File: src/rtl/wb_pkg.sv
// Shared widths and the queue-entry type for the register-file write-port arbiter.
package wb_pkg;

    localparam int DATA_W     = 32;
    localparam int REG_ADDR_W = 5;

    localparam logic [REG_ADDR_W-1:0] ZERO_REG = '0;

    typedef struct packed {
        logic                  valid;
        logic [REG_ADDR_W-1:0] reg_idx;
        logic [DATA_W-1:0]     data;
    } wb_entry_t;

    // A result only costs a port cycle when it targets a real register.
    function automatic logic is_write(input logic valid, input logic [REG_ADDR_W-1:0] reg_idx);
        return valid && (reg_idx != ZERO_REG);
    endfunction

endpackage

File: src/rtl/wb_lq_fifo.sv
// Long-latency result queue: wrap-around FIFO whose entries can be squashed
// in place by a younger pipeline write to the same register.
module wb_lq_fifo
    import wb_pkg::*;
#(
    parameter int LQ_DEPTH = 2
) (
    input  logic                        clk,
    input  logic                        rst_n,
    input  logic                        i_push,
    input  wb_entry_t                   i_push_entry,
    input  logic                        i_pop,
    input  logic                        i_squash_en,
    input  logic [REG_ADDR_W-1:0]       i_squash_reg,
    output wb_entry_t                   o_head,
    output logic [$clog2(LQ_DEPTH):0]   o_count
);

    localparam int PTR_W = $clog2(LQ_DEPTH);
    localparam int CNT_W = PTR_W + 1;

    wb_entry_t        r_mem [LQ_DEPTH];
    logic [PTR_W-1:0] r_wr_ptr;
    logic [PTR_W-1:0] r_rd_ptr;
    logic [CNT_W-1:0] r_count;
    wb_entry_t        w_push_entry;

    // An entry arriving in the same cycle as a matching pipe write is born dead.
    always_comb begin
        // NOTE: every always_comb output gets a default first, so no path can infer a latch.
        w_push_entry = i_push_entry;
        if (i_squash_en && (i_push_entry.reg_idx == i_squash_reg)) begin
            w_push_entry.valid = 1'b0;
        end
    end

    always_ff @(posedge clk or negedge rst_n) begin
        // NOTE: state is updated with non-blocking assignments so every flop samples pre-edge values.
        if (!rst_n) begin
            r_wr_ptr <= '0;
            r_rd_ptr <= '0;
            r_count  <= '0;
        end else begin
            if (i_push) begin
                r_wr_ptr <= r_wr_ptr + PTR_W'(1);
            end
            if (i_pop) begin
                r_rd_ptr <= r_rd_ptr + PTR_W'(1);
            end
            case ({i_push, i_pop})
                2'b10:   r_count <= r_count + CNT_W'(1);
                2'b01:   r_count <= r_count - CNT_W'(1);
                default: r_count <= r_count;
            endcase
        end
    end

    // NOTE: the entry array has no reset; r_count alone marks which slots are live.
    always_ff @(posedge clk) begin
        for (int i = 0; i < LQ_DEPTH; i++) begin
            if (i_squash_en && (r_mem[i].reg_idx == i_squash_reg)) begin
                r_mem[i].valid <= 1'b0;
            end
        end
        if (i_push) begin
            r_mem[r_wr_ptr] <= w_push_entry;
        end
    end

    assign o_head  = r_mem[r_rd_ptr];
    assign o_count = r_count;

endmodule

File: src/rtl/wb_write_port_arbiter.sv
// Sole driver of the register-file write port: pipeline results win, long-latency
// results queue and drain on free cycles. Optional macro: WB_BYPASS_EN.
module wb_write_port_arbiter
    import wb_pkg::*;
#(
    parameter int LQ_DEPTH = 2
) (
    input  logic                        clk,
    input  logic                        rst_n,
    input  logic                        pipe_valid,
    input  logic [REG_ADDR_W-1:0]       pipe_reg,
    input  logic [DATA_W-1:0]           pipe_data,
    input  logic                        lng_valid,
    output logic                        lng_ready,
    input  logic [REG_ADDR_W-1:0]       lng_reg,
    input  logic [DATA_W-1:0]           lng_data,
    output logic                        RegWrite,
    output logic [REG_ADDR_W-1:0]       write_register,
    output logic [DATA_W-1:0]           write_data,
    output logic [$clog2(LQ_DEPTH):0]   lq_count,
    output logic                        busy
);

    localparam int CNT_W = $clog2(LQ_DEPTH) + 1;
    localparam logic [CNT_W-1:0] DEPTH_C = CNT_W'(LQ_DEPTH);

    logic                  r_reg_write;
    logic [REG_ADDR_W-1:0] r_write_register;
    logic [DATA_W-1:0]     r_write_data;

    logic                  w_pipe_sel;
    logic                  w_lng_acc;
    logic                  w_lng_live;
    logic                  w_bypass;
    logic                  w_push;
    logic                  w_pop;
    logic                  w_head_live;
    logic [CNT_W-1:0]      w_count;
    wb_entry_t             w_head;
    wb_entry_t             w_push_entry;
    logic                  w_wr_en;
    logic [REG_ADDR_W-1:0] w_wr_reg;
    logic [DATA_W-1:0]     w_wr_data;

    // Ready looks only at the registered count; a same-cycle pop does not reopen a full queue.
    assign lng_ready  = rst_n && (w_count < DEPTH_C);
    assign w_lng_acc  = lng_valid && lng_ready;
    assign w_lng_live = w_lng_acc && (lng_reg != ZERO_REG);
    assign w_pipe_sel = is_write(pipe_valid, pipe_reg);
    assign w_head_live = (w_count != '0);

`ifdef WB_BYPASS_EN
    assign w_bypass = w_lng_live && !w_pipe_sel && !w_head_live;
`else
    assign w_bypass = 1'b0;
`endif

    assign w_push       = w_lng_live && !w_bypass;
    assign w_push_entry = '{valid: 1'b1, reg_idx: lng_reg, data: lng_data};

    // A squashed head leaves even under a pipe write; a live head waits for a free port.
    assign w_pop = w_head_live && (!w_head.valid || !w_pipe_sel);

    always_comb begin
        w_wr_en   = 1'b0;
        w_wr_reg  = r_write_register;
        w_wr_data = r_write_data;
        if (w_pipe_sel) begin
            w_wr_en   = 1'b1;
            w_wr_reg  = pipe_reg;
            w_wr_data = pipe_data;
        end else if (w_head_live && w_head.valid) begin
            w_wr_en   = 1'b1;
            w_wr_reg  = w_head.reg_idx;
            w_wr_data = w_head.data;
        end else if (w_bypass) begin
            w_wr_en   = 1'b1;
            w_wr_reg  = lng_reg;
            w_wr_data = lng_data;
        end
    end

    always_ff @(posedge clk or negedge rst_n) begin
        if (!rst_n) begin
            r_reg_write      <= 1'b0;
            r_write_register <= '0;
            r_write_data     <= '0;
        end else begin
            r_reg_write      <= w_wr_en;
            r_write_register <= w_wr_reg;
            r_write_data     <= w_wr_data;
        end
    end

    wb_lq_fifo #(
        .LQ_DEPTH (LQ_DEPTH)
    ) u_lq_fifo (
        .clk          (clk),
        .rst_n        (rst_n),
        .i_push       (w_push),
        .i_push_entry (w_push_entry),
        .i_pop        (w_pop),
        .i_squash_en  (w_pipe_sel),
        .i_squash_reg (pipe_reg),
        .o_head       (w_head),
        .o_count      (w_count)
    );

    assign RegWrite       = r_reg_write;
    assign write_register = r_write_register;
    assign write_data     = r_write_data;
    assign lq_count       = w_count;
    assign busy           = w_head_live || r_reg_write;

endmodule

File: config.mk
export PLATFORM = sky130hd
export DESIGN_NAME = wb_write_port_arbiter
export DESIGN_NICKNAME = d
export VERILOG_FILES = /design/src/rtl/wb_pkg.sv /design/src/rtl/wb_lq_fifo.sv /design/src/rtl/wb_write_port_arbiter.sv
export SDC_FILE = /design/constraint.sdc
export NUM_CORES = 1
export LEC_CHECK = 0
export BUFFER_PORTS_ARGS = -buffer_cell sky130_fd_sc_hd__buf_2
export CORE_UTILIZATION = 30
export CTS_CLUSTER_DIAMETER = 50
export CTS_CLUSTER_SIZE = 28
export DETAILED_ROUTE_END_ITERATION = 7
export SLEW_MARGIN = 20
export SYNTH_ARGS = -nofsm -noshare
export SYNTH_HDL_FRONTEND = slang
export SYNTH_SLANG_ARGS = --single-unit
File: constraint.sdc
create_clock -name clk -period 6 [get_ports clk]
set_clock_uncertainty 0.1 [all_clocks]
set_input_delay 0.6 -clock clk [delete_from_list [all_inputs] [get_ports clk]]
set_output_delay 0.6 -clock clk [all_outputs]
set_load 0.01 [all_outputs]
==> flow_metrics.env, run 1 <==
export IMPL_synth_avg_cell_area_um2=13.1
export IMPL_vias=3815
export IMPL_maxUsedRoutingLayer="met4"
export IMPL_route_detailed_drc=0
export IMPL_clk_insertion_delay_late_ps=410
export IMPL_placed_cell_area_mm2=0.00592
export IMPL_ant_nets=0
export IMPL_relSlewSlack_pct=43.1
export IMPL_grt_pass1_vias=3792
export IMPL_synth_top_flop_cell="edfxtp_1"
export IMPL_die_w_um=134
export IMPL_dp_cells=697
export IMPL_worst_r2r_setup_slack_ps=3260
export IMPL_synth_edf_count=76
export IMPL_instances_no_fill=731
export IMPL_ctsResizeCount=0
export IMPL_synth_seq_area_share_pct=64.2
export IMPL_min_period_ps=2740
export IMPL_drv_slew=0
export IMPL_cts_htree_levels=4
export IMPL_met1_length_um=6030
export IMPL_place_congestion=0.791
export IMPL_setup_viol=0
export IMPL_cp_slowest_cell="mux2_2"
export IMPL_avgRoutedWirePerCell_um=18.9
export IMPL_cts_num_sinks=118
export IMPL_crit_arrival_ps=2920
export IMPL_r2r_start="u_lq_fifo.r_rd_ptr"
export IMPL_final_nets=577
export IMPL_worstReg2RegEnd="u_lq_fifo.o_count[1]"
export IMPL_drtIter0Drc=318
export IMPL_hpwl_um=8810
export IMPL_yosys_top_cells_count="edfxtp_1, dfrtp_1, a21oi_1, nor2b_1"
export IMPL_io_pins=120
export IMPL_crit_fanout=80
export IMPL_tightest_slew_ps=852
export IMPL_n_antenna_cell=0
export IMPL_setup_tns_final_ps=0
export IMPL_cp_top_family="multiplexers"
export IMPL_synth_area_mm2=0.00519
export IMPL_async_flop_share_pct=35.6
export IMPL_grt_pass1_wl_um=21400
export IMPL_start_kind="register"
export IMPL_start_util_pct=31.0
export IMPL_area_delta_synth_final_pct=27.0
export IMPL_hp_class="input pin to async pin"
export IMPL_yosys_top_cells_area="edfxtp_1, dfrtp_1, a2111oi_0, o31ai_1, o211ai_1"
export IMPL_cts_hold_buf=0
export IMPL_drtPass1Iterations=5
export IMPL_yosys_warnings=0
export IMPL_dieHeight_um=134
export IMPL_cts_clk_slew_worst_paths_ps=60
export IMPL_antenna_found_initial=0
export IMPL_finalInstanceArea_mm2=0.00660
export IMPL_synth_top_area_share_pct=44.0
export IMPL_cts_repair_timing_setup_buffer_count=0
export IMPL_worstSetupPathType="register to register"
export IMPL_worst_path_buf_inv=1
export IMPL_drive_gt1_share_pct=31.3
export IMPL_die_area_mm2=0.0178
export IMPL_cts_root_buf="clkbuf_16"
export IMPL_fin_crit_sh_pct=45.6
export IMPL_slowest_delay_ps=820
export IMPL_wl_um=13800
export IMPL_vias_per_cell=5.22
export IMPL_power_density_mw_per_mm2=447
export IMPL_grt_overflow=0
export IMPL_cts_made_buffers=17
export IMPL_io_buffers=119
export IMPL_tritoncts="built"
export IMPL_core_area_mm2=0.0168
export IMPL_netlist_instances=397
export IMPL_grt_setup_unrepaired="false"
export IMPL_end_kind="register"
export IMPL_peakVddDrop_uv=237
export IMPL_crit_required_ps=6180
export IMPL_clk_path_buf_depth=2
export IMPL_synth_area_leader_cell="edfxtp_1"
export IMPL_synth_most_common_cell="edfxtp_1"
export IMPL_synth_seq_cells=118
export IMPL_wl_met2_um=6700
export IMPL_syn_nets=476
export IMPL_grt_max_degree=81
export IMPL_max_freq_mhz=365
export IMPL_worstPathCellList="buf_4 -> mux2_2 -> a21oi_1 -> ha_1 -> xnor2_1 -> nor2_1 -> xor2_1"
export IMPL_reg2reg_depth=7
export IMPL_row_count=47
export IMPL_drv_cap=0
export IMPL_cellLeakagePower_nw=2.42
export IMPL_hold_violations=0
export IMPL_cp_startpoint="u_lq_fifo.r_rd_ptr"
export IMPL_yosysUniqueCellTypes=32
export IMPL_met3_length_um=801
export IMPL_grtUsageTotal_pct=16.0
export IMPL_outcome="finished clean"
==> area by class of cell <==
class / instances / area (um^2)
Clock inverter: 8 / 119
Sequential cell: 118 / 3330
Clock buffer: 24 / 513
Inverter: 2 / 7.51
Tap cell: 220 / 275
Multi-Input combinational cell: 236 / 1690
Fill cell: 1564 / 10200
Timing Repair Buffer: 123 / 656
==> report_power, final <==
group	internal (mW)	leakage [nW]	switching (mW)
clock network	0.719	0.305	0.341
logic	0.277	0.921	0.496
registers	1.02	1.19	0.0955
==> layer usage <==
metal	track usage, %	up-vias
met1	20.4	1877
met4	6.06	0
met2	25.3	142
li1	-	1779
met5	0	-
met3	5.37	17
==> layout by cell type, fill, tap and decap left out, types with 2 or more instances in the layout <==
cell type,Yosys,routed
a2111oi_0,37,37
a21oi_1,39,39
buf_2,3,118
buf_4,0,3
bufinv_16,0,3
clkbuf_1,32,2
clkbuf_16,0,18
clkbuf_8,0,4
clkinv_2,0,2
clkinvlp_4,0,2
dfrtp_1,42,41
edfxtp_1,76,76
nand2_1,7,7
nand3_1,2,2
nor2_1,4,2
nor2_4,0,2
nor2b_1,39,39
nor3_1,2,2
o2111ai_1,2,2
o211ai_1,33,33
o21ai_0,2,2
o31ai_1,37,37
or4_1,2,2
xnor2_1,11,11
xor2_1,8,8
==> sequential cells by signal, summed over array words and instances (netlist names) <==
| register | count |
|---|---|
| write_data | 32 |
| RegWrite | 1 |
| u_lq_fifo.o_count | 2 |
| u_lq_fifo.r_rd_ptr | 1 |
| write_register | 5 |
| u_lq_fifo.r_wr_ptr | 1 |
| u_lq_fifo.r_mem | 76 |
==> worst max path at each step <==
stage | to | slack, ps | depth (start not counted)
floorplan | u_lq_fifo.r_mem[0][0] | 2740 | 3
global placement | u_lq_fifo.r_mem[0][18] | 2660 | 4
detailed placement | u_lq_fifo.r_mem[0][16] | 2510 | 4
CTS | u_lq_fifo.r_mem[0][22] | 2940 | 4
global route | u_lq_fifo.o_count[1] | 3050 | 6
finish | u_lq_fifo.o_count[1] | 3260 | 7
==> per-stage QoR <==
stage	utilization (%)	hold slack (ps)	setup WS, ps	total power [mW]
after detailed placement	35.3	501	2510	1.89
final	39.4	71.9	3260	2.95
after CTS	39.1	260	2940	2.96
after global routing	39.4	111	3050	3.10
after floorplan	-	204	2740	1.61
after global placement	35.3	482	2660	1.88
==> cell families after synthesis <==
family / synth area share [%]
fa+ha+maj: 0.241
xor+xnor: 3.21
simple gates: 6.41
mux: 0.410
buf+inv: 3.76
flops: 64.2
compound gates: 21.8
Note: power is estimated with default switching activity, not from simulation.
==> run 2: changes to the inputs <==
==> constraint.sdc (replaced) <==
create_clock -name clk -period 2.5 [get_ports clk]
set_clock_uncertainty 0.1 [all_clocks]
set_input_delay 0.25 -clock clk [delete_from_list [all_inputs] [get_ports clk]]
set_output_delay 0.25 -clock clk [all_outputs]
set_load 0.01 [all_outputs]
==> run 2 against run 1 <==
- sequential power is 140% higher
- clock-buffer cell count is 7 lower
- worst hold slack got worse by 62 ps
- final area increased by 12%
- core utilization is 4.7 points higher
- critical path type is now input pin to register
- largest power group is now the clock network
==> flow_metrics.env, run 2 (same netlist as run 1, synthesis figures left out) <==
export IMPL_drtPass1Iterations=4
export IMPL_cts_root_buf="clkbuf_16"
export IMPL_worstSetupPathType="input pin to register"
export IMPL_crit_arrival_ps=2530
export IMPL_dieHeight_um=134
export IMPL_area_delta_synth_final_pct=42.2
export IMPL_cellLeakagePower_nw=2.77
export IMPL_worst_r2r_setup_slack_ps=550
export IMPL_fin_crit_sh_pct=91.4
export IMPL_drv_slew=0
export IMPL_peakVddDrop_uv=513
export IMPL_relSlewSlack_pct=41.5
export IMPL_ctsResizeCount=0
export IMPL_vias=4162
export IMPL_setup_viol=0
export IMPL_maxUsedRoutingLayer="met4"
export IMPL_hold_violations=0
export IMPL_min_period_ps=2280
export IMPL_core_area_mm2=0.0168
export IMPL_worstReg2RegEnd="write_data[23]"
export IMPL_start_kind="input pin"
export IMPL_reg2reg_depth=3
export IMPL_outcome="finished clean"
export IMPL_hpwl_um=9380
export IMPL_place_congestion=0.785
export IMPL_fin_util_pct=44.1
export IMPL_grtUsageTotal_pct=17.0
export IMPL_grt_pass1_wl_um=22900
export IMPL_die_area_mm2=0.0178
export IMPL_nFillCells=1578
export IMPL_wl_um=14400
export IMPL_grt_max_degree=49
export IMPL_io_pins=120
export IMPL_cp_startpoint="lng_reg[1]"
export IMPL_power_density_mw_per_mm2=1010
export IMPL_vias_per_cell=5.14
export IMPL_io_buffers=119
export IMPL_met1_length_um=6100
export IMPL_cts_hold_buf=64
export IMPL_antenna_found_initial=0
export IMPL_r2r_start="u_lq_fifo.o_count[0]"
export IMPL_grt_setup_unrepaired="false"
export IMPL_cts_made_buffers=17
export IMPL_grt_overflow=0
export IMPL_row_count=47
export IMPL_largest_reg_flops=76
export IMPL_start_util_pct=31.0
export IMPL_multi_input_area_mm2=0.00169
export IMPL_crit_required_ps=2740
export IMPL_grt_pass1_vias=4242
export IMPL_drtIter0Drc=207
export IMPL_clk_insertion_delay_late_ps=420
export IMPL_final_common_cell="buf_2"
export IMPL_drv_cap=0
export IMPL_n_antenna_cell=0
export IMPL_max_freq_mhz=438
export IMPL_top_register="u_lq_fifo.r_mem"
export IMPL_final_nets=655
export IMPL_cts_num_sinks=118
export IMPL_clk_path_buf_depth=2
export IMPL_ant_nets=0
export IMPL_cts_repair_timing_setup_buffer_count=0
export IMPL_wl_met2_um=7150
export IMPL_setup_tns_final_ps=0
export IMPL_cts_clk_slew_worst_paths_ps=60
export IMPL_route_detailed_drc=0
export IMPL_drive_gt1_share_pct=30.2
export IMPL_tightest_slew_ps=877
export IMPL_hp_class="input pin to register"
export IMPL_seqCellArea_mm2=0.00333
export IMPL_end_kind="register"
export IMPL_tritoncts="built"
export IMPL_avgRoutedWirePerCell_um=17.8
export IMPL_met3_length_um=855
export IMPL_die_w_um=134
export IMPL_worstSetupEndpoint="u_lq_fifo.o_count[1]"
export IMPL_cts_htree_levels=4
export IMPL_crit_fanout=4
export IMPL_layout_common_cells="buf_2, edfxtp_1, dlygate4sd3_1, dfrtp_1"
-- run 2: critical path: stages --
cell and delay (ps):
dlygate4sd3_1 520, buf_2 140, or4_1 560, o211ai_1 320
buf_4 200, ha_1 240, nor2_1 140, xor2_1 150
-- run 2: final cells by class --
cell class	count	area share [%]
flip-flops and latches	118	45.2
multi-input cells	236	22.9
repair buffers	201	18.9
clock buffers	17	5.76
well taps	220	3.73
clock inverters	15	3.42
inverters	2	0.102
-- run 2: worst min path at each step --
stage	startpoint	endpoint	slack, ps	cells after the start
CTS	pipe_data[11]	write_data[11]	6	3
global route	pipe_valid	write_register[3]	30	3
global placement	rst_n	u_lq_fifo.o_count[1]	280	2
detailed placement	rst_n	u_lq_fifo.o_count[0]	300	2
finish	pipe_data[11]	write_data[11]	9	3
floorplan	rst_n	RegWrite	-150	0
-- run 2: through the flow --
step	instance area (um^2)	std cells	hold WS [ps]	worst slack, ps	power (mW)
finish	7380	809	9.47	215	7.48
floorplan	5200	397	-146	305	3.87
CTS	7380	809	6.27	221	7.54
global route	7380	809	28.3	64.7	7.88
global placement	6040	712	275	225	4.61
detailed placement	6060	713	302	222	4.68
-- run 2: layer usage --
| layer | GRT usage, % | up-vias |
|---|---|---|
| met5 | 0 | - |
| met4 | 7.26 | 0 |
| met3 | 3.92 | 19 |
| met2 | 28.6 | 156 |
| met1 | 20.9 | 2048 |
| li1 | - | 1939 |
-- run 2: power by group --
part / switching, mW / total, mW / internal, mW
Combinational: 1.23 / 2.03 / 0.799
Clock: 0.896 / 2.77 / 1.87
Sequential: 0.228 / 2.67 / 2.45
